**src/rtl/hdlc_line_monitor_if.sv**
```systemverilog
// rtl/hdlc_line_monitor_if.sv - line/status inputs and counter/error outputs of the HDLC line monitor
interface hdlc_line_monitor_if #(
  parameter int CNT_W = 16
);
  logic             MonEN;
  logic             Clr;
  logic             Rx;
  logic             Rx_ValidFrame;
  logic             Rx_FlagDetect;
  logic             Rx_AbortDetect;
  logic [CNT_W-1:0] FlagCnt;
  logic [CNT_W-1:0] AbortCnt;
  logic [CNT_W-1:0] StuffCnt;
  logic [CNT_W-1:0] ErrCnt;
  logic             Err;
  logic [2:0]       ErrCode;
  logic [1:0]       LineState;

  modport master (
    output MonEN, Clr, Rx, Rx_ValidFrame, Rx_FlagDetect, Rx_AbortDetect,
    input  FlagCnt, AbortCnt, StuffCnt, ErrCnt, Err, ErrCode, LineState
  );

  modport slave (
    input  MonEN, Clr, Rx, Rx_ValidFrame, Rx_FlagDetect, Rx_AbortDetect,
    output FlagCnt, AbortCnt, StuffCnt, ErrCnt, Err, ErrCode, LineState
  );
endinterface

```
**src/rtl/hdlc_line_monitor.sv**
```systemverilog
// rtl/hdlc_line_monitor.sv - HDLC line monitor checking flag/abort detect status; optional idle check via HDLC_MON_IDLE_CHECK_EN
module hdlc_line_monitor #(
  parameter int CNT_W     = 16,
  parameter int FLAG_LAT  = 2,
  parameter int ABORT_LAT = 2,
  parameter int IDLE_LEN  = 15
) (
  input  logic                Clk,
  input  logic                Rst,
  hdlc_line_monitor_if.slave  mon
);

  typedef enum logic [1:0] {
    ST_IDLE  = 2'd0,
    ST_FLAG  = 2'd1,
    ST_FRAME = 2'd2,
    ST_ABORT = 2'd3
  } state_e;

  localparam logic [4:0] IDLE_MAX = 5'(IDLE_LEN);

  state_e                 state_q, state_d;
  logic [7:0]             hist_q, hist_d;
  logic [4:0]             ones_q, ones_d;
  logic [FLAG_LAT-1:0]    fpipe_q, fpipe_d;
  logic [ABORT_LAT-1:0]   apipe_q, apipe_d;
  logic [CNT_W-1:0]       flag_cnt_q, flag_cnt_d;
  logic [CNT_W-1:0]       abort_cnt_q, abort_cnt_d;
  logic [CNT_W-1:0]       stuff_cnt_q, stuff_cnt_d;
  logic [CNT_W-1:0]       err_cnt_q, err_cnt_d;
  logic                   err_q, err_d;
  logic [2:0]             err_code_q, err_code_d;

  logic [7:0] window;
  logic       flag_ev, abort_ev, stuff_ev;
  logic       miss_flag, spur_flag, miss_abort, spur_abort, idle_err;

  // Window covers the last seven history bits plus the bit on the line this cycle.
  assign window   = {hist_q[6:0], mon.Rx};
  assign flag_ev  = mon.MonEN && (window == 8'b0111_1110);
  assign abort_ev = mon.MonEN && (window == 8'b0111_1111);
  assign stuff_ev = mon.MonEN && (state_q == ST_FRAME) && (window[6:0] == 7'b011_1110);

  assign miss_flag  = fpipe_q[FLAG_LAT-1] && !mon.Rx_FlagDetect;
  assign spur_flag  = mon.Rx_FlagDetect && !fpipe_q[FLAG_LAT-1];
  assign miss_abort = apipe_q[ABORT_LAT-1] && !mon.Rx_AbortDetect;
  assign spur_abort = mon.Rx_AbortDetect && !apipe_q[ABORT_LAT-1];

`ifdef HDLC_MON_IDLE_CHECK_EN
  assign idle_err = mon.Rx_ValidFrame && (state_q == ST_IDLE);
`else
  logic unused_valid_frame;
  assign unused_valid_frame = mon.Rx_ValidFrame;
  assign idle_err           = 1'b0;
`endif

  function automatic logic [CNT_W-1:0] cnt_next(input logic [CNT_W-1:0] c,
                                                input logic inc, input logic clr);
    if (clr)
      return '0;
    else if (inc && (c != {CNT_W{1'b1}}))
      return c + CNT_W'(1);
    else
      return c;
  endfunction

  always_comb begin
    hist_d  = hist_q;
    ones_d  = ones_q;
    state_d = state_q;
    if (mon.MonEN) begin
      hist_d = window;
      if (!mon.Rx)
        ones_d = 5'd0;
      else if (ones_q != IDLE_MAX)
        ones_d = ones_q + 5'd1;

      if (ones_d == IDLE_MAX)
        state_d = ST_IDLE;
      else if (abort_ev)
        state_d = ST_ABORT;
      else if (flag_ev)
        state_d = ST_FLAG;
      else if ((state_q == ST_FLAG) && mon.Rx)
        // a 0 right after a flag may be the opening zero of the next flag
        state_d = ST_FRAME;
    end
  end

  always_comb begin
    fpipe_d    = fpipe_q << 1;
    fpipe_d[0] = flag_ev;
    apipe_d    = apipe_q << 1;
    apipe_d[0] = abort_ev;

    err_d      = 1'b0;
    err_code_d = err_code_q;
    if (miss_flag) begin
      err_d = 1'b1; err_code_d = 3'd1;
    end else if (spur_flag) begin
      err_d = 1'b1; err_code_d = 3'd2;
    end else if (miss_abort) begin
      err_d = 1'b1; err_code_d = 3'd3;
    end else if (spur_abort) begin
      err_d = 1'b1; err_code_d = 3'd4;
    end else if (idle_err) begin
      err_d = 1'b1; err_code_d = 3'd5;
    end

    flag_cnt_d  = cnt_next(flag_cnt_q,  flag_ev,  mon.Clr);
    abort_cnt_d = cnt_next(abort_cnt_q, abort_ev, mon.Clr);
    stuff_cnt_d = cnt_next(stuff_cnt_q, stuff_ev, mon.Clr);
    err_cnt_d   = cnt_next(err_cnt_q,   err_d,    mon.Clr);
  end

  always_ff @(posedge Clk) begin
    if (!Rst) begin
      state_q     <= ST_IDLE;
      hist_q      <= 8'hFF;
      ones_q      <= 5'd0;
      fpipe_q     <= '0;
      apipe_q     <= '0;
      flag_cnt_q  <= '0;
      abort_cnt_q <= '0;
      stuff_cnt_q <= '0;
      err_cnt_q   <= '0;
      err_q       <= 1'b0;
      err_code_q  <= 3'd0;
    end else begin
      state_q     <= state_d;
      hist_q      <= hist_d;
      ones_q      <= ones_d;
      fpipe_q     <= fpipe_d;
      apipe_q     <= apipe_d;
      flag_cnt_q  <= flag_cnt_d;
      abort_cnt_q <= abort_cnt_d;
      stuff_cnt_q <= stuff_cnt_d;
      err_cnt_q   <= err_cnt_d;
      err_q       <= err_d;
      err_code_q  <= err_code_d;
    end
  end

  assign mon.FlagCnt   = flag_cnt_q;
  assign mon.AbortCnt  = abort_cnt_q;
  assign mon.StuffCnt  = stuff_cnt_q;
  assign mon.ErrCnt    = err_cnt_q;
  assign mon.Err       = err_q;
  assign mon.ErrCode   = err_code_q;
  assign mon.LineState = state_q;

endmodule

```
**src/flat_wrapper.sv**
```systemverilog
// flat-port wrapper written by rule: the top's interface ports become plain ports
module hdlc_line_monitor_flat 
#(
  parameter int CNT_W     = 16,
  parameter int FLAG_LAT  = 2,
  parameter int ABORT_LAT = 2,
  parameter int IDLE_LEN  = 15
)
  (Clk, Rst, mon_MonEN, mon_Clr, mon_Rx, mon_Rx_ValidFrame, mon_Rx_FlagDetect, mon_Rx_AbortDetect, mon_FlagCnt, mon_AbortCnt, mon_StuffCnt, mon_ErrCnt, mon_Err, mon_ErrCode, mon_LineState);
  hdlc_line_monitor_if #(.CNT_W(CNT_W)) mon_i ();
  input  logic Clk;
  input  logic Rst;
  input wire logic [$bits(mon_i.MonEN)-1:0] mon_MonEN;
  input wire logic [$bits(mon_i.Clr)-1:0] mon_Clr;
  input wire logic [$bits(mon_i.Rx)-1:0] mon_Rx;
  input wire logic [$bits(mon_i.Rx_ValidFrame)-1:0] mon_Rx_ValidFrame;
  input wire logic [$bits(mon_i.Rx_FlagDetect)-1:0] mon_Rx_FlagDetect;
  input wire logic [$bits(mon_i.Rx_AbortDetect)-1:0] mon_Rx_AbortDetect;
  output wire logic [$bits(mon_i.FlagCnt)-1:0] mon_FlagCnt;
  output wire logic [$bits(mon_i.AbortCnt)-1:0] mon_AbortCnt;
  output wire logic [$bits(mon_i.StuffCnt)-1:0] mon_StuffCnt;
  output wire logic [$bits(mon_i.ErrCnt)-1:0] mon_ErrCnt;
  output wire logic [$bits(mon_i.Err)-1:0] mon_Err;
  output wire logic [$bits(mon_i.ErrCode)-1:0] mon_ErrCode;
  output wire logic [$bits(mon_i.LineState)-1:0] mon_LineState;
  assign mon_i.MonEN = mon_MonEN;
  assign mon_i.Clr = mon_Clr;
  assign mon_i.Rx = mon_Rx;
  assign mon_i.Rx_ValidFrame = mon_Rx_ValidFrame;
  assign mon_i.Rx_FlagDetect = mon_Rx_FlagDetect;
  assign mon_i.Rx_AbortDetect = mon_Rx_AbortDetect;
  assign mon_FlagCnt = mon_i.FlagCnt;
  assign mon_AbortCnt = mon_i.AbortCnt;
  assign mon_StuffCnt = mon_i.StuffCnt;
  assign mon_ErrCnt = mon_i.ErrCnt;
  assign mon_Err = mon_i.Err;
  assign mon_ErrCode = mon_i.ErrCode;
  assign mon_LineState = mon_i.LineState;
  hdlc_line_monitor #(.CNT_W(CNT_W), .FLAG_LAT(FLAG_LAT), .ABORT_LAT(ABORT_LAT), .IDLE_LEN(IDLE_LEN)) u_core (.Clk(Clk), .Rst(Rst), .mon(mon_i));
endmodule
```
**config.mk**
```make
export PLATFORM = sky130hd
export DESIGN_NAME = hdlc_line_monitor_flat
export DESIGN_NICKNAME = d
export VERILOG_FILES = /design/src/rtl/hdlc_line_monitor_if.sv /design/src/rtl/hdlc_line_monitor.sv /design/src/flat_wrapper.sv
export SDC_FILE = /design/constraint.sdc
export NUM_CORES = 1
export LEC_CHECK = 0
export ABC_AREA = 1
export BUFFER_PORTS_ARGS = -buffer_cell sky130_fd_sc_hd__buf_2
export CAP_MARGIN = 20
export CORE_AREA = 5 5 96 98
export CTS_CLUSTER_DIAMETER = 100
export CTS_CLUSTER_SIZE = 8
export DETAILED_ROUTE_END_ITERATION = 8
export DIE_AREA = 0 0 101 103
export GPL_ROUTABILITY_DRIVEN = 0
export GPL_TIMING_DRIVEN = 0
export PLACE_DENSITY = 0.83
export SYNTH_ARGS = -nofsm -noshare
export SYNTH_HDL_FRONTEND = slang
export SYNTH_SLANG_ARGS = --single-unit
```
**constraint.sdc**
```tcl
create_clock -name Clk -period 2 [get_ports Clk]
set_input_delay 0.4 -clock Clk [delete_from_list [all_inputs] [get_ports Clk]]
set_output_delay 0.4 -clock Clk [all_outputs]
set_load 0.005 [all_outputs]
```
### Yosys cells after proc, flatten, opt, wreduce, memory -nomap -nowiden

Cells that the tools add are included.

* register bits after elaboration: 86
* latch bits: 0
* bits in writable memories: 0
* memory bits (read-only): 0
* bits of input ports: 8
* output and inout bits: 70
* word-level logic and storage cells: 69
* memories: 0

* add/subtract/negate cells: 5
* multiply operators: 0
* divide/modulo/power cells: 0
* $lt $le $gt $ge: 0
* equal/unequal tests: 11
* shift operators: 0
* mux-type cells: 15
* bitwise gates (word level): 1
* reduce and logical (&&, ||, !) cells: 24

Operator list (number)
* 16-bit by 1-bit adder with 16-bit output, second input constant: 4
* 16-bit inequality test, second input constant: 4
* 8-bit by 7-bit == test with 1-bit output, second input constant: 2
* 5-bit 2-to-1 mux: 3
* 2-bit 2-to-1 mux: 7
* 1-bit logical AND: 13
* 4-bit nonzero test: 2
* 7-bit by 6-bit == test with 1-bit output, second input constant: 1
* 5-bit by 1-bit adder with 5-bit output, second input constant: 1
* 5-bit by 4-bit == test with 1-bit output, second input constant: 1
* 1-bit 2-to-1 mux: 5
* 5-bit by 4-bit inequality test with 1-bit output, second input constant: 1
* 1-bit logical NOT: 4
* 2-bit OR reduction: 2
* 4-bit OR reduction: 1
* 3-bit nonzero test: 1
* 2-bit by 1-bit == test with 1-bit output, second input constant: 1
* 2-bit == test, second input constant: 1
* 2-bit AND reduction: 1
* 1-bit inverter: 1

### Depth between registers and ports, before layout

* depth in word-level cells: 7
* mapped depth: 12
* gate-level depth less buffers: 12

### Worst setup path after synthesis

Ideal clock, no wire load.

* kind: reg-to-reg
* start: register u_core.flag_cnt_q[0] (netlist: u_core.mon.FlagCnt[0])
* end: register u_core.flag_cnt_q[11] (netlist: u_core.mon.FlagCnt[11])
* library setup time: 0.115 ns
* arrival: 1.536 ns
* required time: 1.885 ns
* setup slack: 0.349 ns
* stages on the path, launching flop included: 10
* buffers on the path: 1
* period minus slack after synthesis: 1.651 ns
* path through: dfxtp_1 > ha_1 > nand2_2 > nor3_2 > nand2_2 > o21ai_4 > inv_4 > buf_6 > a21oi_1 > nor2_1

* longest elaborated chain between the ends: 2
* elaborated cells between the ends (all ways): 3
* those cells by class: 1 x add/sub; 1 x eq/ne; 1 x reduce/logical

RTL lines
* start: declaration: line hdlc_line_monitor.sv:27 `logic [CNT_W-1:0] flag_cnt_q, flag_cnt_d;`
* start signal: assignment: line hdlc_line_monitor.sv:135 `flag_cnt_q <= flag_cnt_d;`
* branches (longest 2 deep; another with 16-bit by 1-bit adder with 16-bit output)

Several ways; the timed one is not identified.
A chain may end at the register's enable or synchronous reset.

### Final worst setup path

* start: register u_core.flag_cnt_q[1] (netlist: u_core.mon.FlagCnt[1])
* end: register u_core.flag_cnt_q[7] (netlist: u_core.mon.FlagCnt[7])

The elaborated chain is that of the path after synthesis.

==> impl_metrics.tcl <==
set metrics [dict create \
    status "completed" \
    p_leak_nw 2.13 \
    drt_iter0_drc 222 \
    cts_hold_buf 0 \
    drc 0 \
    clockBufferDepth 2 \
    ctsHtreeMaxLevel 3 \
    syn_avg_cell_area_sq_um 6.93 \
    cts-root-buf "clkbuf_8" \
    netlist_instances 642 \
    ant_nets 0 \
    finalHoldViolCount 0 \
    antenna_found_initial 0 \
    post_route_cells_drive_above_1_share_pct 17.9 \
    initial_core_util_pct 53.1 \
    die_area_sq_mm 0.0104 \
    min_period_ns 1.87 \
    routed_wl_microns 10900 \
    ir_drop_uv 515 \
    pwr-share-seq_pct 52.6 \
    setup_viol 0 \
    dr.pass1.iters 4 \
    nets 748 \
    dieWidth_microns 101 \
    yosysUniqueCellTypes 36 \
    worst_clock_skew_ns 0.0171 \
    synth_area_sq_mm 0.00445 \
    seq_area_frac_synth_pct 38.7 \
    cts_tree "done" \
    overflow 0 \
    post-route-util_pct 62.2 \
    detail_route.wl_per_cell_microns 12.9 \
    synthesis.nets 659 \
    clkPwrFrac_pct 42.2 \
    p_sw_share_pct 23.0 \
    end_kind "flip-flop" \
    syn2layout_area_growth_pct 17.2 \
    fillers 754 \
    rows 34 \
    cp_top_family "simple AND/OR/NAND/NOR gates" \
    tightest_slew_ns 0.605 \
    worstPathRequired_ns 2.24 \
    grt_pass1_wl_microns 18300 \
    crit_buf_inv 1 \
    critPathSlowestCell "dfxtp_1" \
    critPathMaxFanout 7 \
    p_comb_share_pct 5.2 \
    clk_latency_ns 0.37 \
    relSlewSlack_pct 59.7 \
    arrival_ns 2.11 \
    setup.worst_path.class "reg2reg" \
    cts_sinks 86 \
    ys_ff_latch 86 \
    viasPerCell 5.32 \
    rsz0062_at_grt "no" \
    cellInternalPower_mw 2.56 \
    maxSlewViolCount 0 \
    power_density_mw_per_mm2 638 \
    setup-tns-final_ns 0 \
    cts_buffers 9 \
    die_h_microns 103 \
    power_switching_mw 0.766 \
    period_share_pct 93.3 \
    via_count 4486 \
    hpwl_microns 8160 \
    grt_pass1_vias 4184 \
    io_pins 78 \
    core_sq_mm 0.00838 \
    n_antenna_cell 0 \
    cpPeakStageDelay_ns 0.40 \
    port_buffers 75 \
    path_cells "ha_1 -> nand2_2 -> nor3_2 -> nand2_2 -> o21ai_4 -> buf_4 -> nor2_1 -> xnor2_1 -> nor2_1" \
    grt_max_degree 15 \
    path_clk_slew_ns 0.09 \
    maxCapViolCount 0 \
    track_usage_pct 21.5 \
    fmax_mhz 536 \
    synth_warnings 0 \
    hold_class "in2reg" \
    critPathLaunchType "flip-flop" \
]
[sequential cells by signal, summed over array words and instances, names as in the netlist]
register / flops
u_core.mon.ErrCnt: 16
u_core.apipe_q: 2
u_core.mon.LineState: 2
u_core.mon.AbortCnt: 16
u_core.ones_q: 5
u_core.hist_q: 7
u_core.fpipe_q: 2
u_core.mon.StuffCnt: 16
u_core.mon.FlagCnt: 16
u_core.mon.Err: 1
u_core.mon.ErrCode: 3
[worst reg2reg max path, cell delays in order (launching register included)]
cell	delay, ns
dfxtp_1	0.40
ha_1	0.25
nand2_2	0.07
nor3_2	0.22
nand2_2	0.11
o21ai_4	0.29
buf_4	0.17
nor2_1	0.04
xnor2_1	0.15
nor2_1	0.05
[logic make-up (layout without fill, tap and decap cells)]
logic type               Yosys count  in the layout  synth area share, %
flip-flops                        86             86                 38.7
buffers and inverters             89            183                 8.78
adder cells (fa/ha/maj)            9              9                 2.53
AO/OA/AOI/OAI                     95             95                 11.2
AND/OR/NAND/NOR                  334            334                 33.1
XOR/XNOR                          29             29                 5.71
[path summary, 6_finish.rpt]
check	from	end	slack, ns	cells after the start
worst max register to register	u_core.mon.FlagCnt[1]	u_core.mon.FlagCnt[7]	0.13	9
worst min-delay path	Rst	u_core.ones_q[0]	0.31	3
worst min register to register	u_core.apipe_q[0]	u_core.apipe_q[1]	0.42	2
worst max-delay path	u_core.mon.FlagCnt[1]	u_core.mon.FlagCnt[7]	0.13	9
[cells in the mapped netlist]
library cell | instances | share of area [%]
nor3_2 | 4 | 0.90
o21ai_0 | 24 | 2.7
o21bai_1 | 1 | 0.17
nand3_1 | 43 | 4.8
nor3_1 | 22 | 2.5
xnor2_1 | 14 | 2.8
nor4_2 | 1 | 0.28
nor2_4 | 1 | 0.25
buf_4 | 4 | 0.68
buf_6 | 5 | 1.3
nor3b_1 | 1 | 0.17
buf_2 | 1 | 0.11
nand3_2 | 1 | 0.23
or2_2 | 1 | 0.14
buf_1 | 1 | 0.084
inv_1 | 64 | 5.4
nor4_1 | 4 | 0.56
o21a_1 | 1 | 0.17
nor2_1 | 66 | 5.6
nand4_1 | 13 | 1.8
ha_1 | 9 | 2.5
o211ai_1 | 2 | 0.34
a21oi_1 | 59 | 6.6
inv_2 | 7 | 0.59
dfxtp_1 | 86 | 39
inv_4 | 1 | 0.14
clkbuf_1 | 6 | 0.51
and3_1 | 1 | 0.14
nand3b_1 | 3 | 0.51
xor2_1 | 15 | 3.0
nor2_2 | 4 | 0.56
a211oi_1 | 1 | 0.17
nand2_2 | 6 | 0.84
nand2_1 | 163 | 14
o21ai_4 | 1 | 0.37
o21ai_1 | 6 | 0.68
[metrics by stage]
stage               instance area, sq um  instances  total power [mW]  hold WS (ns)  worst slack, ns
detailed placement                  4960        825              1.96         0.410            0.100
finish                              5220        844              3.33         0.309            0.133
global placement                    4960        825              1.95         0.407            0.136
floorplan                           4450        642              1.90         0.390            0.349
global route                        5220        844              3.45         0.295          0.00542
CTS                                 5190        841              3.33         0.298            0.146
[cell type report]
type	instances	area (sq um)	area share [%]
Tap cell	108	135	2.59
Sequential cell	86	1720	33.0
Timing Repair Buffer	78	398	7.63
Clock inverter	5	81.3	1.56
Multi-Input combinational cell	467	2340	44.8
Inverter	72	273	5.23
Buffer	17	118	2.26
Clock buffer	11	151	2.90
[power groups by stage]
| stage | sequential [mW] | clock [mW] | combinational (mW) |
|---|---|---|---|
| global placement | 1.79 | 0 | 0.162 |
| floorplan | 1.79 | 0 | 0.115 |
| detailed placement | 1.79 | 0 | 0.168 |
| CTS | 1.75 | 1.42 | 0.169 |
| global route | 1.75 | 1.50 | 0.193 |
| finish | 1.75 | 1.40 | 0.172 |
[timing repair]
| item | 4_1_cts | 5_1_grt |
|---|---|---|
| setup endpoints to repair | 0 | 1 |
| hold endpoints to repair | 0 | 0 |
| gates resized for setup | 0 | 1 |
| buffers inserted | 0 | 3 |
[placed cells by master (no fill, tap or decap), types with 2 or more instances in the layout]
master     synthesis  routed
buf_4              4       7
nand3_1           43      43
bufinv_16          0       2
dfxtp_1           86      85
nor2_2             4       4
nand2_1          163     163
nand2_2            6       6
xor2_1            15      15
inv_1             64      64
o21ai_0           24      24
nor3_1            22      22
buf_2              1      76
clkbuf_1           6       6
clkbuf_8           0      11
o211ai_1           2       2
xnor2_1           14      14
a21oi_1           59      59
nor2_1            66      66
nand4_1           13      13
buf_6              5       5
ha_1               9       9
nor3_2             4       4
inv_2              7       7
o21ai_1            6       6
nor4_1             4       4
nand3b_1           3       3
[metal layers]
layer | global-route usage [%] | share of wire, % | vias up
met5 | 0 | 0 | -
met4 | 8.79 | 1.8 | 0
met3 | 4.60 | 6.1 | 19
met2 | 38.1 | 50 | 144
met1 | 25.4 | 43 | 2065
li1 | - | - | 2258
No activity file was read; power rests on OpenSTA's default activity.
